File: config.mk
export PLATFORM = sky130hd
export DESIGN_NAME = elevator_ctrl
export DESIGN_NICKNAME = d
export VERILOG_FILES = /design/src/rtl/elevator_ctrl.sv
export SDC_FILE = /design/constraint.sdc
export NUM_CORES = 1
export LEC_CHECK = 0
export BUFFER_PORTS_ARGS = -buffer_cell sky130_fd_sc_hd__buf_2
export CAP_MARGIN = 5
export CELL_PAD_IN_SITES_DETAIL_PLACEMENT = 0
export CELL_PAD_IN_SITES_GLOBAL_PLACEMENT = 1
export CORE_UTILIZATION = 37
export DETAILED_ROUTE_END_ITERATION = 10
export PLACE_DENSITY = 0.86
export SLEW_MARGIN = 20
export SYNTH_ARGS = -nofsm -noshare
export SYNTH_HDL_FRONTEND = slang
export SYNTH_SLANG_ARGS = --single-unit
File: constraint.sdc
create_clock -name clk -period 4.8 [get_ports clk]
set_input_delay 0.96 -clock clk [delete_from_list [all_inputs] [get_ports clk]]
set_output_delay 0.96 -clock clk [all_outputs]
set_load 0.02 [all_outputs]
File: src/rtl/elevator_ctrl.sv
// Vertical platform controller: moves one platform between Y_TOP and Y_BOTTOM
// at a frame-paced speed, driven by a mechanism's active flag.
module elevator_ctrl #(
  parameter logic [9:0] X_POS    = 10'd0,
  parameter logic [9:0] Y_TOP    = 10'd100,
  parameter logic [9:0] Y_BOTTOM = 10'd200,
  parameter logic [9:0] WIDTH    = 10'd64,
  parameter logic [9:0] HEIGHT   = 10'd8,
  parameter logic [3:0] STEP     = 4'd4,
  parameter logic [3:0] MOVE_DIV = 4'd2,
  parameter logic       LATCH    = 1'b0
) (
  input  logic        clk,
  input  logic        rst,
  input  logic        frame_tick,
  input  logic        active,
  output logic [39:0] plat_props,
  output logic [9:0]  dy,
  output logic        move_pulse,
  output logic        moving,
  output logic        at_top,
  output logic        at_bottom
);

  typedef enum logic [1:0] {
    ST_BOTTOM  = 2'd0,
    ST_RISING  = 2'd1,
    ST_TOP     = 2'd2,
    ST_FALLING = 2'd3
  } state_t;

  state_t      state_r;
  state_t      next_state_s;
  logic [9:0]  y_r;
  logic [9:0]  y_next_s;
  logic [3:0]  div_r;
  logic [3:0]  div_next_s;
  logic        target_r;
  logic        active_d_r;
  logic        rise_edge_s;
  logic        target_up_s;
  logic        step_s;
  logic        div_last_s;
  logic [10:0] y_up_wide_s;
  logic [10:0] y_dn_wide_s;
  logic [9:0]  y_up_s;
  logic [9:0]  y_dn_s;

  assign plat_props = {X_POS, y_r, WIDTH, HEIGHT};

  // Target direction and clamped candidate positions for the next step.
  always_comb begin
    rise_edge_s = active & ~active_d_r;
    // In toggle mode the pending flip is seen in the same cycle as the edge.
    if (LATCH) begin
      target_up_s = target_r ^ rise_edge_s;
    end else begin
      target_up_s = active;
    end
    y_up_wide_s = {1'b0, y_r} - {7'd0, STEP};
    y_dn_wide_s = {1'b0, y_r} + {7'd0, STEP};
    if (y_up_wide_s[10] || (y_up_wide_s < {1'b0, Y_TOP})) begin
      y_up_s = Y_TOP;
    end else begin
      y_up_s = y_up_wide_s[9:0];
    end
    if (y_dn_wide_s > {1'b0, Y_BOTTOM}) begin
      y_dn_s = Y_BOTTOM;
    end else begin
      y_dn_s = y_dn_wide_s[9:0];
    end
    div_last_s = (div_r == (MOVE_DIV - 4'd1));
  end

  // Next-state, divider and step decision.
  always_comb begin
    next_state_s = state_r;
    div_next_s   = div_r;
    step_s       = 1'b0;
    y_next_s     = y_r;
    case (state_r)
      ST_BOTTOM: begin
        div_next_s = 4'd0;
        if (target_up_s) begin
          next_state_s = ST_RISING;
        end else begin
          next_state_s = ST_BOTTOM;
        end
      end
      ST_TOP: begin
        div_next_s = 4'd0;
        if (!target_up_s) begin
          next_state_s = ST_FALLING;
        end else begin
          next_state_s = ST_TOP;
        end
      end
      ST_RISING: begin
        if (!target_up_s) begin
          next_state_s = ST_FALLING;
          div_next_s   = 4'd0;
        end else if (frame_tick) begin
          if (div_last_s) begin
            div_next_s = 4'd0;
            step_s     = 1'b1;
            y_next_s   = y_up_s;
            if (y_up_s == Y_TOP) begin
              next_state_s = ST_TOP;
            end else begin
              next_state_s = ST_RISING;
            end
          end else begin
            div_next_s = div_r + 4'd1;
          end
        end else begin
          div_next_s = div_r;
        end
      end
      ST_FALLING: begin
        if (target_up_s) begin
          next_state_s = ST_RISING;
          div_next_s   = 4'd0;
        end else if (frame_tick) begin
          if (div_last_s) begin
            div_next_s = 4'd0;
            step_s     = 1'b1;
            y_next_s   = y_dn_s;
            if (y_dn_s == Y_BOTTOM) begin
              next_state_s = ST_BOTTOM;
            end else begin
              next_state_s = ST_FALLING;
            end
          end else begin
            div_next_s = div_r + 4'd1;
          end
        end else begin
          div_next_s = div_r;
        end
      end
      default: begin
        next_state_s = ST_BOTTOM;
        div_next_s   = 4'd0;
      end
    endcase
  end

  // State, position and registered status outputs.
  always_ff @(posedge clk or posedge rst) begin
    if (rst) begin
      state_r    <= ST_BOTTOM;
      y_r        <= Y_BOTTOM;
      div_r      <= 4'd0;
      target_r   <= 1'b0;
      active_d_r <= 1'b0;
      dy         <= 10'd0;
      move_pulse <= 1'b0;
      moving     <= 1'b0;
      at_top     <= 1'b0;
      at_bottom  <= 1'b1;
    end else begin
      state_r    <= next_state_s;
      y_r        <= y_next_s;
      div_r      <= div_next_s;
      target_r   <= target_up_s;
      active_d_r <= active;
      move_pulse <= step_s;
      if (step_s) begin
        dy <= y_next_s - y_r;
      end else begin
        dy <= 10'd0;
      end
      moving    <= (next_state_s == ST_RISING) || (next_state_s == ST_FALLING);
      at_top    <= (next_state_s == ST_TOP);
      at_bottom <= (next_state_s == ST_BOTTOM);
    end
  end

endmodule

=== Yosys cells after proc, flatten, opt, wreduce, memory -nomap -nowiden ===
Cells that the tools add are included.
Widths: inputs -> output; s select.

* $add $sub $neg: 4
* Multiply operators: 0
* Div/mod/pow operators: 0
* Order comparisons: 2
* Equal/unequal tests: 9
* Shift operators: 0
* Multiplexer cells: 31
* Bitwise gates (word level): 0
* Reduce and logical (&&, ||, !) cells: 5

{| class="wikitable"
|+ Operators with widths
! cell !! count
|-
| $mux 10 || 9
|-
| $pmux 10 s2 || 1
|-
| $mux 2 || 8
|-
| $mux 4 || 4
|-
| $pmux 4 s3 || 1
|-
| $add 10x3->11 const B || 1
|-
| $gt 11x8->1 const B || 1
|-
| $lt 11x7->1 const B || 1
|-
| $sub 10x3->11 const B || 1
|-
| $eq 10x7->1 const B || 1
|-
| $eq 10x8->1 const B || 1
|-
| $sub 10x10->10 || 1
|-
| $eq 2x2->1 const B || 4
|-
| $pmux 2 s4 || 1
|-
| $mux 1 || 6
|-
| $add 4x1->4 const B || 1
|-
| $eq 2x1->1 const B || 2
|-
| $eq 4x1->1 const B || 1
|-
| $logic_not 2->1 || 2
|-
| $logic_or 1x1->1 || 2
|-
| $pmux 1 s2 || 1
|-
| $reduce_or 2->1 || 1
|}

* Bits in registers: 30
* Latch bits: 0
* Bits in writable memories: 0
* Memory bits (read-only): 0
* Input port bits: 4
* Output and inout bits: 54
* Word-level logic and storage cells: 59
* Memories kept: 0

=== Logic depth before layout (Yosys ltp) ===
* Word-level depth: 12
* Gate-level depth with buffers: 20
* Mapped depth without buffers: 17

=== Worst setup path after synthesis ===
OpenSTA, ideal clock, no wires.

* Kind: register -> register
* Start point: reg y_r[2]
* End point: reg dy[8]
* Library setup time: 0.134 ns
* Arrival time: 4.442 ns
* Required time: 4.666 ns
* Slack: 0.224 ns
* Stages on the path, launching flop included: 21
* Path buffers: 3
* Period minus slack after synthesis: 4.576 ns
* Cell sequence: dfrtp_1 > clkbuf_1 > inv_1 > ha_1 > clkbuf_1 > o21bai_1 > a211oi_1 > nor3_1 > or3b_1 > clkbuf_1 > a21boi_4 > a21o_1 > ha_1 > inv_1 > fa_1 > a21o_1 > a21oi_1 > o21bai_1 > a2111oi_0 > o21ai_0 > nor3b_1

* Longest elaborated chain between the ends: 10
* Elaborated cells between the ends (all ways): 16
* Those cells by class: 3 x add/sub; 2 x order compare; 10 x mux; 1 x reduce/logical

{| class="wikitable"
|+ RTL lines
! what !! RTL line !! text
|-
| from (decl) || 34 || <nowiki>logic [9:0] y_r;</nowiki>
|-
| from (signal assigned) || 162 || <nowiki>y_r <= y_next_s;</nowiki>
|-
| $sub 10x3->11 || 60 || <nowiki>y_up_wide_s = {1'b0, y_r} - {7'd0, STEP};</nowiki>
|-
| $lt 11x7->1 || 62 || <nowiki>if (y_up_wide_s[10] || (y_up_wide_s < {1'b0, Y_TOP})) begin</nowiki>
|-
| $logic_or 1x1->1 || 62 ||
|-
| $mux 10 || 62 ||
|-
| $mux 10 || 103 || <nowiki>if (div_last_s) begin</nowiki>
|-
| $mux 10 || 102 || <nowiki>end else if (frame_tick) begin</nowiki>
|-
| $mux 10 || 99 || <nowiki>if (!target_up_s) begin</nowiki>
|-
| $pmux 10 s2 || 81 || <nowiki>case (state_r)</nowiki>
|-
| $sub 10x10->10 (*) || 168 || <nowiki>dy <= y_next_s - y_r;</nowiki>
|-
| $mux 10 (*) || 167 || <nowiki>if (step_s) begin</nowiki>
|-
| to (signal assigned) || 168 ||
|-
| to (decl) || 18 || <nowiki>output logic [9:0] dy,</nowiki>
|}

Mark *: on every way between the ends. The rest lies on a longest branch, timed or not.

=== Worst setup path in the final report ===
* Start point: reg y_r[3]
* End point: reg dy[8]

The elaborated chain is that of the path after synthesis.

==> flow_metrics.py <==
metrics = {
    "drt": {
        "firstDrtPassIters": 5,
        "drt_wl_total_microns": 6710,
        "wl_per_cell_microns": 14.9,
        "route.detailed.drc": 0,
        "antenna_left": 0,
        "num_vias": 2535,
        "vias_per_cell": 5.62,
        "drt_iter0_markers": 340,
    },
    "yosys": {
        "netlist.area_leader.share_pct": 23.9,
        "seq_area_frac_synth_pct": 27.8,
        "yosys_warnings": 0,
        "yosysMostFrequentCell": "buf_4",
        "synth_flop_cell": "dfrtp_1",
        "synth.avg_cell_area_sq_um": 8.05,
        "yosysUniqueCellTypes": 66,
        "synth_area_leaders": "dfrtp_1 24%, buf_4 8.3%, ha_1 6.4%",
        "synth_edf_count": 0,
        "synth_common_cells": "30 x buf_4, 26 x dfrtp_1, 26 x nor2_1",
        "yosys.area.top_type": "dfrtp_1",
        "synth-async-reset-ratio_pct": 100,
        "syn_area_sq_um": 2720,
        "netlist_instances": 338,
        "ys_ff_latch": 30,
    },
    "placement": {
        "dp_hpwl_microns": 4960,
        "routabilityCongestion": 1.02,
        "placedCellCount": 443,
        "io_buffer_count": 27,
    },
    "power_and_ir_drop": {
        "power_mw": 1.50,
        "power.density_nw_per_um2": 514,
        "p_leak_nw": 1.33,
        "ir_worst_vdd_v": 0.000262,
    },
    "worst_setup_path": {
        "cp.depth": 17,
        "worst-path-buf-inv": 2,
        "end_kind": "register",
        "cp_max_fo": 13,
        "r2r_cells": 17,
        "path_class": "reg -> reg",
        "crit_chain": "inv_1 -> ha_1 -> o21bai_1 -> a211oi_1 -> nor3_1 -> or3b_1 -> a21boi_4 -> a21o_1 -> ha_1 -> inv_1 -> fa_1 -> a21o_1 -> a21oi_1 -> o21bai_1 -> a2111oi_2 -> o21ai_0 -> nor3b_1",
        "critPathRequiredTime_ns": 4.98,
        "cp_slowest_stage_delay_ns": 0.65,
        "start_kind": "register",
        "cp.arrival_ns": 4.61,
        "slowest_stage": "dfstp_2",
        "path_delay_family": "compound AO/OA/AOI/OAI gates",
    },
    "final_layout": {
        "drive_gt1_share_pct": 15.5,
        "nets": 373,
        "n_antenna_cell": 0,
        "instances_no_fill": 451,
        "syn2layout_area_growth_pct": 7.27,
    },
    "clocking": {
        "cts.path.max_buffers": 2,
        "cts_tree": "yes",
        "clock-sinks": 30,
        "cts-root-buf": "clkbuf_8",
        "clk_pin_slew_worst_paths_ns": 0.07,
        "ctsHoldBuffers": 0,
        "cts-htree-levels": 2,
        "cts_buffers": 5,
        "clk_latency_ns": 0.29,
    },
    "global_routing": {
        "grt_overflow_total": 0,
        "grt_start_max_net_pins": 31,
        "track_usage_pct": 18.3,
        "grt_antenna_before_repair": 0,
        "grt_pass1_vias": 2201,
        "grt_pass1_wl_microns": 10900,
    },
    "timing": {
        "fin_crit_ns": 4.43,
        "finalMaxSlewViolations": 0,
        "hold_viol_final": 0,
        "post-route-period-util_pct": 92.3,
        "setup-tns-final_ns": 0,
        "relSlewSlack_pct": 54.2,
        "setup_viol": 0,
        "rsz0062_at_grt": "no",
        "worst_pin_slew_ns": 0.685,
        "clock_skew_ns": 0.00810,
        "fmax_mhz": 226,
    },
    "floorplanning": {
        "ioPinCount": 58,
        "placementRows": 30,
        "core_sq_um": 6940,
        "initial_core_util_pct": 39.2,
        "die_h_microns": 87.7,
        "die_x_microns": 87.7,
        "fp.dieArea_sq_um": 7700,
    },
    "run": {
        "drv_cap": 0,
    },
    "worst_hold_path": {
        "hold_path_class": "reg -> reg",
        "hold_depth": 2,
    },
    "outcome": {
        "status": "completed",
    },
}
layout by cell type, fill, tap and decap left out, types with 3 or more instances in the layout:
cell type / instances
a211oi_1: 7
a21o_1: 6
a21oi_1: 18
and2_1: 6
and3_1: 4
buf_2: 27
buf_4: 7
clkbuf_8: 5
conb_1: 30
dfrtp_1: 26
dfstp_2: 4
ha_1: 14
inv_1: 19
mux2i_1: 3
nand2_1: 22
nand3_1: 9
nand4_1: 7
nor2_1: 26
nor2b_1: 4
nor3_1: 15
nor3b_1: 4
nor4_1: 6
o2111ai_1: 3
o21ai_0: 21
or3_1: 3
xnor2_1: 5
xor2_1: 4
routing by layer:
layer  up-vias  track usage (%)  wire, microns
met5         -                0              0
met4         0             6.86            124
met3        13             3.39            591
met2       156             27.9           2990
met1      1172             25.8           3010
li1       1194                -              -
power by group:
| group | leakage, nW | internal, mW | switching, mW |
|---|---|---|---|
| logic | 0.894 | 0.342 | 0.539 |
| registers | 0.376 | 0.292 | 0.0715 |
| clock network | 0.0579 | 0.153 | 0.101 |
| total | 1.33 | 0.787 | 0.712 |
sequential cells by signal, indices dropped and copies added (netlist names):
signal,cells
at_bottom,1
at_top,1
y_r,10
moving,1
state_r,2
div_r,4
move_pulse,1
dy,10
per-stage QoR:
step | util, % | worst slack, ns | cell area (sq um) | hold WS (ns)
global placement | 40.4 | 0.393 | 2800 | 0.546
detailed placement | 40.4 | 0.260 | 2800 | 0.556
global route | 42.0 | 0.0537 | 2920 | 0.617
finish | 42.0 | 0.369 | 2920 | 0.563
floorplan | - | 0.224 | 2830 | 0.520
CTS | 41.9 | 0.275 | 2910 | 0.575
worst reg2reg max path: cells and delay by family (launching register included):
family	cells	cell delay, ns
flip-flops	1	0.65
AND/OR/NAND/NOR	3	0.75
buffers and inverters	2	0.17
AO/OA/AOI/OAI	9	1.90
adder cells (fa/ha/maj)	3	0.87
worst paths after layout:
check	startpoint	endpoint	slack (ns)
min in group asynchronous	rst	dy[3]	0.74
setup reg to reg	y_r[3]	dy[8]	0.37
hold reg to reg	div_r[3]	div_r[3]	0.56
hold / removal	div_r[3]	div_r[3]	0.56
setup / recovery	y_r[3]	dy[8]	0.37
max in group asynchronous	rst	y_r[3]	3.74
area by class of cell:
cell class | count | area, sq um
Clock buffer | 5 | 68.8
Multi-Input combinational cell | 264 | 1670
Inverter | 19 | 71.3
Sequential cell | 30 | 756
Timing Repair Buffer | 34 | 188
Clock inverter | 3 | 40.0
Tap cell | 96 | 120
Fill cell | 702 | 4030
cell families after synthesis:
group,share of synthesized area (%)
other,0.276
multiplexers,1.10
adder cells (fa/ha/maj),7.18
AO/OA/AOI/OAI,22.9
buffers and inverters,14.8
AND/OR/NAND/NOR,23.1
flip-flops,27.8
XOR/XNOR,2.90
what timing repair did:
item / in CTS / in global routing
setup buffers: 0 / 0
endpoints found under the hold margin: 0 / 0
gates resized for setup: 0 / 2
setup endpoints to repair: 0 / 1
Note: power is estimated with default switching activity, not from simulation.
